--- config.mk ---
export PLATFORM = sky130hd
export DESIGN_NAME = ram_wb_buffer
export DESIGN_NICKNAME = d
export VERILOG_FILES = /design/src/rtl/ram_wb_buffer_pkg.sv /design/src/rtl/ram_wb_fifo.sv /design/src/rtl/ram_wb_buffer.sv
export SDC_FILE = /design/constraint.sdc
export NUM_CORES = 1
export LEC_CHECK = 0
export BUFFER_PORTS_ARGS = -buffer_cell sky130_fd_sc_hd__buf_2
export CAP_MARGIN = 20
export CORE_UTILIZATION = 60
export DETAILED_ROUTE_END_ITERATION = 16
export PLACE_DENSITY = 0.83
export SLEW_MARGIN = 10
export SYNTH_ARGS = -nofsm -noshare
export SYNTH_HDL_FRONTEND = slang
export SYNTH_SLANG_ARGS = --single-unit
--- constraint.sdc ---
create_clock -name clk -period 10.6 [get_ports clk]
set_clock_uncertainty 0.1 [all_clocks]
set_input_delay 1.59 -clock clk [delete_from_list [all_inputs] [get_ports clk]]
set_output_delay 1.59 -clock clk [all_outputs]
set_load 0.02 [all_outputs]
--- src/rtl/ram_wb_buffer_pkg.sv ---
// Shared state encoding and counter width for the RAM write-back buffer.
package ram_wb_buffer_pkg;

    typedef enum logic [1:0] {
        RAM_WB_FSM_IDLE  = 2'b00,
        RAM_WB_FSM_RECV  = 2'b01,
        RAM_WB_FSM_DRAIN = 2'b10
    } ram_wb_state_e;

    localparam int RAM_WB_CNT_W = 4;

endpackage

--- src/rtl/ram_wb_fifo.sv ---
// Row FIFO between the MXU result stream and the RAM write port.
module ram_wb_fifo #(
    parameter int ENT_NUM   = 4,
    parameter int RAM_WIDTH = 128
) (
    input  logic                 clk,
    input  logic                 rst,
    input  logic                 push,
    input  logic                 pop,
    input  logic [RAM_WIDTH-1:0] din,
    output logic [RAM_WIDTH-1:0] dout,
    output logic                 full,
    output logic                 empty
);

    localparam int PTR_W = $clog2(ENT_NUM);

    logic [RAM_WIDTH-1:0] mem_q [ENT_NUM];
    logic [PTR_W:0]       wr_ptr_q;
    logic [PTR_W:0]       rd_ptr_q;

    // Extra MSB on each pointer separates full from empty when indices match.
    assign empty = (wr_ptr_q == rd_ptr_q);
    assign full  = (wr_ptr_q[PTR_W] != rd_ptr_q[PTR_W]) &&
                   (wr_ptr_q[PTR_W-1:0] == rd_ptr_q[PTR_W-1:0]);
    assign dout  = mem_q[rd_ptr_q[PTR_W-1:0]];

    always_ff @(posedge clk or posedge rst) begin
        if (rst) begin
            wr_ptr_q <= '0;
            rd_ptr_q <= '0;
        end else begin
            if (push && !full) begin
                wr_ptr_q <= wr_ptr_q + (PTR_W+1)'(1);
            end
            if (pop && !empty) begin
                rd_ptr_q <= rd_ptr_q + (PTR_W+1)'(1);
            end
        end
    end

    always_ff @(posedge clk) begin
        if (push && !full) begin
            mem_q[wr_ptr_q[PTR_W-1:0]] <= din;
        end
    end

endmodule

--- src/rtl/ram_wb_buffer.sv ---
// Collects MXU result rows and writes them to RAM at start_addr +/- row offset,
// trimming the first and last rows with byte strobes.
module ram_wb_buffer
    import ram_wb_buffer_pkg::*;
#(
    parameter int ENT_NUM    = 4,
    parameter int RAM_WIDTH  = 128,
    parameter int ADDR_WIDTH = 8
) (
    input  logic                    clk,
    input  logic                    rst,
    input  logic                    ctrl_ram_wb_vld,
    input  logic [ADDR_WIDTH-1:0]   ctrl_ram_wb_start_addr,
    input  logic [3:0]              ctrl_ram_wb_ent_num,
    input  logic                    ctrl_ram_wb_dir,
    input  logic [3:0]              ctrl_ram_wb_start_byte,
    input  logic [3:0]              ctrl_ram_wb_end_byte,
    input  logic                    mxu_ram_wb_vld,
    input  logic [RAM_WIDTH-1:0]    mxu_ram_wb_data,
    output logic                    ram_wb_mxu_rdy,
    output logic                    ram_write_vld,
    output logic [ADDR_WIDTH-1:0]   ram_write_addr,
    output logic [RAM_WIDTH-1:0]    ram_write_data,
    output logic [RAM_WIDTH/8-1:0]  ram_write_strb,
    input  logic                    ram_write_rdy,
    output logic                    ram_wb_busy,
    output logic                    ram_wb_done
);

    localparam int         STRB_W    = RAM_WIDTH / 8;
    localparam logic [3:0] LAST_BYTE = 4'(STRB_W - 1);

    ram_wb_state_e             state_q;
    logic [ADDR_WIDTH-1:0]     start_addr_q;
    logic [ADDR_WIDTH-1:0]     offset_q;
    logic [ADDR_WIDTH-1:0]     offset_d;
    logic [RAM_WB_CNT_W-1:0]   ent_num_q;
    logic [RAM_WB_CNT_W-1:0]   recv_cnt_q;
    logic [RAM_WB_CNT_W-1:0]   wr_cnt_q;
    logic [3:0]                start_byte_q;
    logic [3:0]                end_byte_q;
    logic                      dir_q;

    logic                      fifo_full;
    logic                      fifo_empty;
    logic [RAM_WIDTH-1:0]      fifo_dout;
    logic                      push;
    logic                      pop;
    logic                      last_push;
    logic                      last_pop;
    logic [STRB_W-1:0]         strb_first;
    logic [STRB_W-1:0]         strb_last;
    logic [STRB_W-1:0]         strb_row;

    ram_wb_fifo #(
        .ENT_NUM   (ENT_NUM),
        .RAM_WIDTH (RAM_WIDTH)
    ) u_fifo (
        .clk   (clk),
        .rst   (rst),
        .push  (push),
        .pop   (pop),
        .din   (mxu_ram_wb_data),
        .dout  (fifo_dout),
        .full  (fifo_full),
        .empty (fifo_empty)
    );

    assign ram_wb_mxu_rdy = (state_q == RAM_WB_FSM_RECV) & ~fifo_full;
    assign ram_write_vld  = ~fifo_empty & (state_q != RAM_WB_FSM_IDLE);
    assign push           = mxu_ram_wb_vld & ram_wb_mxu_rdy;
    assign pop            = ram_write_vld & ram_write_rdy;
    assign last_push      = push & (recv_cnt_q == ent_num_q);
    assign last_pop       = pop & (wr_cnt_q == ent_num_q);
    assign offset_d       = dir_q ? (offset_q - ADDR_WIDTH'(1)) : (offset_q + ADDR_WIDTH'(1));

    // A single-row transfer gets both masks; start_byte > end_byte yields zero.
    assign strb_first = {STRB_W{1'b1}} << start_byte_q;
    assign strb_last  = {STRB_W{1'b1}} >> (LAST_BYTE - end_byte_q);

    always_comb begin
        strb_row = {STRB_W{1'b1}};
        if (wr_cnt_q == '0) begin
            strb_row = strb_row & strb_first;
        end
        if (wr_cnt_q == ent_num_q) begin
            strb_row = strb_row & strb_last;
        end
    end

    // Write-side outputs read as zero whenever no write is being offered.
    assign ram_write_addr = ram_write_vld ? (start_addr_q + offset_q) : '0;
    assign ram_write_data = ram_write_vld ? fifo_dout : '0;
    assign ram_write_strb = ram_write_vld ? strb_row : '0;
    assign ram_wb_busy    = (state_q != RAM_WB_FSM_IDLE);
    assign ram_wb_done    = last_pop;

    always_ff @(posedge clk or posedge rst) begin
        if (rst) begin
            state_q      <= RAM_WB_FSM_IDLE;
            start_addr_q <= '0;
            offset_q     <= '0;
            ent_num_q    <= '0;
            recv_cnt_q   <= '0;
            wr_cnt_q     <= '0;
            start_byte_q <= '0;
            end_byte_q   <= '0;
            dir_q        <= 1'b0;
        end else begin
            if (push) begin
                recv_cnt_q <= recv_cnt_q + RAM_WB_CNT_W'(1);
            end
            if (pop) begin
                wr_cnt_q <= wr_cnt_q + RAM_WB_CNT_W'(1);
                offset_q <= offset_d;
            end
            case (state_q)
                RAM_WB_FSM_IDLE: begin
                    if (ctrl_ram_wb_vld) begin
                        start_addr_q <= ctrl_ram_wb_start_addr;
                        ent_num_q    <= ctrl_ram_wb_ent_num;
                        dir_q        <= ctrl_ram_wb_dir;
                        start_byte_q <= ctrl_ram_wb_start_byte;
                        end_byte_q   <= ctrl_ram_wb_end_byte;
                        recv_cnt_q   <= '0;
                        wr_cnt_q     <= '0;
                        offset_q     <= '0;
                        state_q      <= RAM_WB_FSM_RECV;
                    end
                end
                RAM_WB_FSM_RECV: begin
                    if (last_push && last_pop) begin
                        state_q <= RAM_WB_FSM_IDLE;
                    end else if (last_push) begin
                        state_q <= RAM_WB_FSM_DRAIN;
                    end
                end
                RAM_WB_FSM_DRAIN: begin
                    if (last_pop) begin
                        state_q <= RAM_WB_FSM_IDLE;
                    end
                end
                default: state_q <= RAM_WB_FSM_IDLE;
            endcase
        end
    end

endmodule

==> reports/qor.txt <==
outcome - complete, no violations
setup ws final - 4.53 ns
Hold Crit Class - flip-flop to flip-flop
CP max FO - 69
layout cells sized above 1 - 0.349
fin crit share - 0.572
Cells on Worst Hold Path - 1
R2R Path Start - u_fifo.rd_ptr_q[1]$_DFFE_PP0P_
Post-DP HPWL - 26600 um
Syn Nets - 1339
Max Fclk - 0.165 GHz
Worst-path clk slew - 0.06 ns
first-pass GRT wire length - 68900 um
Clock Sinks - 557
Reg2Reg Depth - 5
Final nets - 1656
power per standard cell area - 302 nW/um^2
die width - 194 um
Yosys top cell by area - edfxtp_1
post-CTS setup buffers - 0
EDFF count, synth - 512
Synth Cell Area - 22200 sq um
Final Power - 7.81 mW
fin crit period - 6.07 ns
Initial DRT Pass Iterations - 5
Max VDD drop - 0.248 mV
register area - 16500 sq um
endpoints failing hold - 0
final hold slack - 0.395 ns
Synth Warn # - 0
post-cts gate resize count - 0
DP Cell Count - 1892
critical path startpoint category - flip-flop
final setup fails - 0
unrepaired setup endpoints after global routing - false
Boundary Pins - 310
WP data required - 8.91 ns
Die Y - 194 um
fin util - 0.708
Synth area leaders - edfxtp_1, mux4_2, dfrtp_1, and2_1, nand2_1
Initial DRC Count - 703
synthesis-stage register bit count - 557
GPL Wtd Cong - 0.878
Leak - 9.37 nW
design area - 25800 sq um
antenna violations before repair - 18
vias in the first global route - 12100
Max clock buf depth - 3
post-route DRC violation count - 0
largest net degree at the start of global routing - 108
sequential fraction of the synthesis area - 0.743
CTS tree - done
Congestion Overflow GR - 0
max-cap violation count - 0
Cells after Synth - 1162
effective utilization at floorplan - 0.608
Hold Path End - u_fifo.wr_ptr_q[2]$_DFFE_PP0P_
TritonCTS Buffers - 53
Routed WL - 45200 um
commonest cells after routing, fill and taps aside - edfxtp_1, buf_2, and2_1, mux4_2, nand2_1
Via density - 5.85
Post-DP Area - 24200 sq um
commonest non-fill, non-tap cell in the layout - edfxtp_1
Slew Limit Fails - 0
DIE AREA - 37800 sq um
Synth top area share - 0.692
worst skew pair latency - 0.58 ns
Tot GR Track Use - 0.243
Synth async-reset ratio - 0.0808
CTS root buf - clkbuf_16
Fin Setup TNS - 0 ns
Final ANT Viol Nets - 0
post-cts hold buffer count - 0
Synth cell types - 48
total number of vias - 11700
Placement Setup Slack - 5.02 ns
R2R Path End - u_fifo.mem_q[0][8]$_DFFE_PP_
DR WL/cell - 22.6 um
Rel. slew slack - 0.291
prevailing post-synth register cell - edfxtp_1
source of the worst hold timing path - u_fifo.wr_ptr_q[2]$_DFFE_PP0P_
CP Data Arrival Time - 4.38 ns
CTS H-Tree Depth - 2
worst-margin pin slew - 1.06 ns
Syn Area/Cell - 19.1 sq um
CP endpoint kind - output port
core area - 36500 sq um
FP Rows - 70
# fillers - 2196
port buffer count - 309
Multi-input gate area - 5430 sq um
fin cells - 1998
R2R Setup Slk - 6.23 ns
critical path type - flip-flop to output port
Syn-to-layout area delta - 16.4%
[worst max-delay path by stage]
stage | start | to | slack [ns] | cells after the start
after CTS | u_fifo.rd_ptr_q[1]$_DFFE_PP0P_ | ram_write_strb[6] | 4.40 | 8
after floorplan | mxu_ram_wb_vld | u_fifo.mem_q[0][0]$_DFFE_PP_ | 5.10 | 3
after detailed placement | u_fifo.rd_ptr_q[1]$_DFFE_PP0P_ | ram_write_strb[6] | 5.02 | 8
after global placement | u_fifo.rd_ptr_q[1]$_DFFE_PP0P_ | ram_write_strb[1] | 5.15 | 8
final | u_fifo.rd_ptr_q[1]$_DFFE_PP0P_ | ram_write_strb[6] | 4.53 | 8
after global routing | u_fifo.rd_ptr_q[1]$_DFFE_PP0P_ | ram_write_strb[6] | 4.08 | 8
[kinds of logic (layout without fill, tap and decap cells)]
logic type      after synthesis  in the layout  share of synthesized area
fa+ha+maj                    23             23                     0.0136
compound gates               58             58                     0.0170
other cells                   0             13                          0
simple gates                295            295                     0.0691
flops                       557            557                      0.743
xor+xnor                     26             26                     0.0106
buf+inv                      67            422                     0.0131
mux                         136            136                      0.134
[Yosys cell counts, types with 2 or more instances]
master,count
a211oi_1,7
a21o_1,4
a21oi_1,18
a221o_1,2
a221oi_1,3
a31oi_1,2
and2_1,137
and3_1,4
buf_1,5
buf_2,14
buf_4,6
clkbuf_1,32
dfrtp_1,45
edfxtp_1,512
fa_1,2
ha_1,21
inv_1,9
mux2_2,2
mux2i_1,6
mux4_2,128
nand2_1,95
nand3_1,2
nand4_1,4
nor2_1,28
nor2b_1,4
nor3_1,12
nor3b_1,2
o21a_1,3
o21ai_0,10
or3_1,2
xnor2_1,19
xor2_1,6
[metal layers]
layer | track usage | vias up | routed length [um] | part of all wire
met3 | 0.0734 | 89 | 3690 | 0.082
met5 | 0 | - | 90 | 0.0020
met1 | 0.316 | 5904 | 17800 | 0.39
li1 | - | 5202 | - | -
met4 | 0.0855 | 14 | 1170 | 0.026
met2 | 0.394 | 476 | 22500 | 0.50
[critical path, stage by stage, from the launching register on]
cell and delay (ns):
dfrtp_4 1.12, xnor2_1 0.22, nand3_1 0.16, nand2_2 0.21, clkinv_2 0.66, buf_4 0.59, nand2_1 0.25, a221oi_1 0.32
buf_2 0.23
[sequential cells by signal (all words and copies together), names as in the netlist]
name	count
u_fifo.rd_ptr_q	3
start_byte_q	4
u_fifo.mem_q	512
recv_cnt_q	4
start_addr_q	8
offset_q	8
state_q	2
wr_cnt_q	4
end_byte_q	4
u_fifo.wr_ptr_q	3
dir_q	1
ent_num_q	4
[layout make-up]
type / instances / share of cell area
diodes: 13 / 0.00126
clock buffers: 69 / 0.0536
clock inverters: 24 / 0.00896
inverters: 10 / 0.00150
multi-input cells: 538 / 0.210
flip-flops and latches: 557 / 0.639
well taps: 468 / 0.0227
repair buffers: 319 / 0.0632
[where the power goes]
| group | total (mW) | switching (mW) | internal (mW) |
|---|---|---|---|
| clock | 1.76 | 0.767 | 0.995 |
| sequential | 2.91 | 0.225 | 2.69 |
| combinational | 3.14 | 1.89 | 1.26 |
| total | 7.81 | 2.88 | 4.94 |
Power figures use the tool's default switching activity.
